===== src/rtl/dmem_arbiter.sv =====
// Data memory port arbiter: shares one memory port between the core
// load/store path and a debug/loader port. The core has fixed priority;
// a starvation counter lets a long-refused debug request win a cycle.
module dmem_arbiter #(
  parameter int unsigned DATA_WIDTH   = 32,
  parameter int unsigned STARVE_LIMIT = 4,
  parameter int unsigned CNT_WIDTH    = 8
) (
  input  logic                  clk,
  input  logic                  rst_n,
  // core load/store path
  input  logic                  CoreReq,
  input  logic                  CoreWE,
  input  logic [DATA_WIDTH-1:0] CoreAddr,
  input  logic [DATA_WIDTH-1:0] CoreWD,
  input  logic [2:0]            CoreFunct3,
  output logic                  CoreStall,
  output logic                  CoreValid,
  output logic [DATA_WIDTH-1:0] CoreRD,
  // debug/loader port
  input  logic                  DbgReq,
  input  logic                  DbgWE,
  input  logic [DATA_WIDTH-1:0] DbgAddr,
  input  logic [DATA_WIDTH-1:0] DbgWD,
  output logic                  DbgGnt,
  output logic                  DbgValid,
  output logic [DATA_WIDTH-1:0] DbgRD,
  // data memory port
  output logic                  MemWrite,
  output logic [DATA_WIDTH-1:0] MemA,
  output logic [DATA_WIDTH-1:0] MemWD,
  output logic [2:0]            MemFunct3,
  input  logic [DATA_WIDTH-1:0] MemRD
);

  localparam logic [CNT_WIDTH-1:0] CNT_MAX   = '1;
  localparam logic [CNT_WIDTH-1:0] CNT_LIMIT = CNT_WIDTH'(STARVE_LIMIT);
  localparam logic [2:0]           F3_WORD   = 3'b010;

  logic [CNT_WIDTH-1:0] starve_cnt;
  logic                 dbg_prio;
  logic                 core_grant;
  logic                 dbg_grant;

  // Grant decision: core wins unless debug has been starved long enough
  always_comb begin
    dbg_prio   = (starve_cnt >= CNT_LIMIT);
    core_grant = CoreReq & ~dbg_prio;
    dbg_grant  = DbgReq & (~CoreReq | dbg_prio);
    CoreStall  = CoreReq & ~core_grant;
    DbgGnt     = dbg_grant;
  end

  // Memory port mux; write enable is suppressed while in reset
  always_comb begin
    MemWrite  = 1'b0;
    MemA      = '0;
    MemWD     = '0;
    MemFunct3 = 3'b000;
    if (core_grant) begin
      MemWrite  = CoreWE & rst_n;
      MemA      = CoreAddr;
      MemWD     = CoreWD;
      MemFunct3 = CoreFunct3;
    end else if (dbg_grant) begin
      MemWrite  = DbgWE & rst_n;
      MemA      = DbgAddr;
      MemWD     = DbgWD;
      MemFunct3 = F3_WORD;
    end
  end

  // Starvation counter: counts refused debug cycles, saturating
  always_ff @(posedge clk or negedge rst_n) begin
    if (!rst_n) begin
      starve_cnt <= '0;
    end else if (dbg_grant || !DbgReq) begin
      starve_cnt <= '0;
    end else if (starve_cnt != CNT_MAX) begin
      starve_cnt <= starve_cnt + CNT_WIDTH'(1);
    end
  end

  // Core read return: capture load data, valid for one cycle
  always_ff @(posedge clk or negedge rst_n) begin
    if (!rst_n) begin
      CoreValid <= 1'b0;
      CoreRD    <= '0;
    end else begin
      CoreValid <= core_grant & ~CoreWE;
      if (core_grant && !CoreWE) begin
        CoreRD <= MemRD;
      end
    end
  end

  // Debug read return: capture load data, valid for one cycle
  always_ff @(posedge clk or negedge rst_n) begin
    if (!rst_n) begin
      DbgValid <= 1'b0;
      DbgRD    <= '0;
    end else begin
      DbgValid <= dbg_grant & ~DbgWE;
      if (dbg_grant && !DbgWE) begin
        DbgRD <= MemRD;
      end
    end
  end

endmodule


===== config.mk =====
export PLATFORM = sky130hd
export DESIGN_NAME = dmem_arbiter
export DESIGN_NICKNAME = d
export VERILOG_FILES = /design/src/rtl/dmem_arbiter.sv
export SDC_FILE = /design/constraint.sdc
export NUM_CORES = 1
export LEC_CHECK = 0
export ABC_AREA = 1
export CAP_MARGIN = 30
export CORE_AREA = 3 3 119 121
export DETAILED_ROUTE_END_ITERATION = 10
export DIE_AREA = 0 0 122 124
export GPL_TIMING_DRIVEN = 1
export PLACE_DENSITY = 0.73
export SYNTH_ARGS = -nofsm -noshare
export SYNTH_HDL_FRONTEND = slang
export SYNTH_SLANG_ARGS = --single-unit

===== constraint.sdc =====
create_clock -name clk -period 2.1 [get_ports clk]
set_clock_uncertainty 0.15 [all_clocks]
set_input_delay 0.315 -clock clk [delete_from_list [all_inputs] [get_ports clk]]
set_output_delay 0.315 -clock clk [all_outputs]
set_load 0.02 [all_outputs]

; ---- Yosys cells after proc, flatten, opt, wreduce, memory -nomap -nowiden
; Index checks and enable logic that the tools add are counted.
[totals]
output_inout_bits = 136
ff_bits = 74
wordCells = 38
input_bits = 169
[op_classes]
bitwise = 13
n_mux = 10
n_lt_le_gt_ge = 1
eq_ne = 1
add_sub_neg = 1
reduce_logical = 7
[ops]
columns = op, count
row1 = two-way mux 32 bit, 4
row2 = two-way mux 8 bit, 2
row3 = adder 8 x 1 -> 8 bit (second input constant), 1
row4 = greater-or-equal comparator 8 x 3 -> 1 bit (second input constant), 1
row5 = inequality test 8 bit (second input constant), 1
row6 = AND 1 bit, 7
row7 = inverter 1 bit, 5
row8 = logical NOT 1 bit, 3
row9 = two-way mux 3 bit, 1
row10 = logical AND 1 bit, 2
row11 = two-way mux 1 bit, 2
row12 = two-way mux 2 bit, 1
row13 = nonzero test 2 bit, 1
row14 = logical OR 1 bit, 1
row15 = OR 1 bit, 1

; ---- Depth between registers and ports, before layout
; Gate-level depths: netlist of the first run.
[depth]
depth_word = 5
depth_mapped = 8
depth_no_buf = 7

; ---- Worst setup path before layout of the first run
; No wires, ideal clock.
[synth_timing]
path_kind = register to output
start = reg starve_cnt[2]
end = out MemWrite
t_arrival_ns = 1.335
path_slack_ns = 0.300
required_ns = 1.635
n_path_buf = 2
stages_incl_launch_ff = 8
path_cell_list = dfrtp_1 nor2_2 nand4_2 buf_4 buf_6 nand2_1 nand2_1 nor2_1
[synth_via]
elab_chain_len = 5
elab_cells_between_ends = 7
cone_classes = order compare: 1 / mux: 2 / bitwise: 4
[synth_lines]
columns = item, line_no
row1 = start: declaration, 40  ; logic [CNT_WIDTH-1:0] starve_cnt;
row2 = start signal: assignment, 80  ; starve_cnt <= starve_cnt + CNT_WIDTH'(1);
row3 = greater-or-equal comparator 8 x 3 -> 1 bit (*), 47  ; dbg_prio = (starve_cnt >= CNT_LIMIT);
row4 = OR 1 bit, 49  ; dbg_grant = DbgReq & (~CoreReq | dbg_prio);
row5 = AND 1 bit, 49
row6 = two-way mux 1 bit, 65  ; end else if (dbg_grant) begin
row7 = two-way mux 1 bit (*), 60  ; if (core_grant) begin
row8 = end: declaration, 29  ; output logic MemWrite,
; Every way passes the cells marked *; elsewhere a longest branch is shown, timed or not.

; ---- Final worst setup path of the first run
[layout_timing]
start = reg starve_cnt[4]
end = out MemWD[10]
[layout_via]
elab_chain_len = 5
elab_cells_between_ends = 7
cone_classes = order compare: 1 / mux: 2 / bitwise: 4
[layout_lines]
columns = item, line_no
row1 = greater-or-equal comparator 8 x 3 -> 1 bit (*), 47
row2 = OR 1 bit, 49
row3 = AND 1 bit, 49
row4 = two-way mux 32 bit, 65
row5 = two-way mux 32 bit (*), 60
row6 = end: declaration, 31  ; output logic [DATA_WIDTH-1:0] MemWD,
; Marked as above.

==> run metrics, run 1 <==
run status finished with violations; failing checks setup timing; Synth cell types 19; antenna violations before repair 0; DIE AREA 15100 um^2; Post-Route WL 18900 um; largest net degree at the start of global routing 75; I/O pin count 305; RSZ-0062 raised after global routing true; post-synthesis sequential area ratio 0.471; Static Leak 3.92 nW; synth top area cells dfrtp_1 47%, nand2_1 29%, nand3_1 8.3%; cell area after synthesis 3930 um^2; Net Sw Frac 0.301; drt initial violations 387; clock-pin slew on the worst setup and hold paths 0.06 ns; vias post-DR 4927; CTS max path bufs 2; CP endpoint kind primary output; WS Path Type flip-flop to primary output; top-count cell post-synth nand2_1; DRC 0; H-Tree Level Count 3; gpl congestion 0.870; PD cells 603 nW/um^2; Slew @ Worst Pin 0.934 ns; initial core utilization 0.298; CTS tree done; die height 124 um; row count 42; Sequential Power Share 0.351; fin nets 1030; final instance area 7960 um^2; GRT overflow 0; gr usage total 0.225; share of post-route cells with drive strength above 1 0.214; Final HPWL DP 13700 um; Logic pwr share 0.326; final setup violation count 47; Layout area overhead 103%; EDFF count, synth 0; final hold vios 0; maxcap violations 0; area post-placement 7210 um^2; peak supply drop 0.000534 V; Main synth FF type dfrtp_1; clock share of power 0.323; switching power 1.44 mW; hold_buf cts 0; Layout Cells excl Fill 1041; Wirelength per Cell 18.2 um; Mapped Avg Cell Area 7.19 um^2; first-pass GRT wire length 26100 um; #FFs+latches synth 74; Worst Slack Setup Final -0.0993 ns; post-route clock period utilization 1.05; Yosys warning total 0; cell taking the most area after synthesis dfrtp_1; Worst setup SP type flip-flop; Final min period 2.20 ns; Pre-Repair DR Iteration Count 5; TritonCTS buffer count 9; DP Cell Count 1014; Slew headroom 0.377; Hold/Removal Path Class input pin to async pin; CP max FO 6; Core ar. 13200 um^2; Via density 4.73; ys async rst share 1.00; vias in the first global route 4506; Synth top area share 0.471; Mapped Cells 546; Die X 122 um; top cells by count, synth 300 x nand2_1, 74 x dfrtp_1, 65 x nand3_1; CTS sink count 74; fmax 455 MHz; Clk Latency, worst-skew pair 0.33 ns; Worst Path Required 1.63 ns; PortBufs 304; total chip power 4.80 mW; final core utilization 0.603; Post-Route Hold Slack 0.0583 ns; Post-DRT Antenna Nets 0; CP Data Arrival Time 1.73 ns; clk root buf clkbuf_16; internal power 3.36 mW; Slew Viols, Final 0
## state kept, by name, indices dropped and copies added, names as in the netlist
register / flops
DbgRD: 32
starve_cnt: 8
CoreValid: 1
DbgValid: 1
CoreRD: 32
## per-stage QoR
step	TNS, ns	worst slack [ns]
after floorplan	0	0.300
after global placement	-30.84	-0.542
after detailed placement	-31.55	-0.531
after CTS	-5.48	-0.148
after global routing	-7.55	-0.183
final	-2.07	-0.0993
## critical path, stage by stage, from the launching register on
cell and delay, ns:
dfrtp_1 0.40, nor2_4 0.16, nand4_4 0.19, clkinv_4 0.15, buf_12 0.13, buf_16 0.13
nand2_2 0.06, nand2_2 0.07, buf_6 0.11
## path summary, 6_finish.rpt
path                                                 from                   endpoint  slack, ns  cells after the start
worst max-delay path            starve_cnt[4]$_DFFE_PN0P_                  MemWD[10]       -0.1                      8
worst min-delay path                                rst_n       DbgRD[6]$_DFFE_PN0P_       0.06                      2
worst max register to register  starve_cnt[4]$_DFFE_PN0P_       DbgRD[2]$_DFFE_PN0P_       0.08                      9
worst min register to register  starve_cnt[0]$_DFFE_PN0P_  starve_cnt[0]$_DFFE_PN0P_       0.32                      1
max in group asynchronous                           rst_n     CoreRD[22]$_DFFE_PN0P_       1.11                      2
min in group clk                starve_cnt[0]$_DFFE_PN0P_  starve_cnt[0]$_DFFE_PN0P_       0.32                      1
## layout make-up
| cell class | count | area, um^2 |
|---|---|---|
| clock buffers | 10 | 239 |
| inverters | 14 | 58.8 |
| well taps | 176 | 220 |
| multi-input cells | 421 | 2000 |
| repair buffers | 339 | 3520 |
| diodes | 1 | 2.50 |
| fillers | 1135 | 5230 |
| flip-flops and latches | 74 | 1850 |
| clock inverters | 6 | 63.8 |
## cell families after synthesis
logic type               Yosys count  synth area share
AND/OR/NAND/NOR                  412             0.442
flip-flops                        74             0.471
buffers and inverters             55            0.0765
AO/OA/AOI/OAI                      2           0.00255
adder cells (fa/ha/maj)            2           0.00637
other                              1          0.000955
## cells in the final DEF, fill, tap and decap left out, drive strengths merged
cell type,netlist,routed
nand2,300,300
clkdlybuf4s50,0,232
buf,39,103
dfrtp,74,74
nand3,67,67
nand4,33,33
clkbuf,2,14
inv,13,13
nor2,12,12
conb,1,5
clkinv,1,4
o21ai,2,2
ha,2,2
clkinvlp,0,2
diode,0,1
bufinv,0,1
## power by group through the flow
stage	logic, mW	clock network (mW)	registers, mW
floorplan	0.360	0	1.90
global placement	1.51	0	1.70
detailed placement	1.51	0	1.70
CTS	1.49	1.58	1.69
global route	1.66	1.66	1.70
finish	1.57	1.55	1.69
## layer usage
layer | track usage | routed length (um) | vias to the layer above
met1 | 0.278 | 7400 | 2274
met4 | 0.0742 | 505 | 0
li1 | - | - | 2364
met2 | 0.356 | 8880 | 252
met3 | 0.0963 | 2150 | 37
met5 | 0 | 0 | -
## what timing repair did
action / CTS / global route
setup endpoints to repair: 70 / 70
gates resized for setup: 260 / 185
pin swaps: 1 / 16
gates cloned: 1 / 3
setup buffers: 1 / 5
No activity file was read; power rests on OpenSTA's default activity.
==> inputs of run 2 (changes only) <==
- CTS_CLUSTER_SIZE: unset -> 16
==> results of run 2 <==
No change in the layout: final DEF, timing and power equal those of run 1.
==> inputs of run 3 (changes only) <==
- HOLD_SLACK_MARGIN: unset -> 0.1
==> results of run 3 <==
No change in the layout: final DEF, timing and power equal those of run 1.
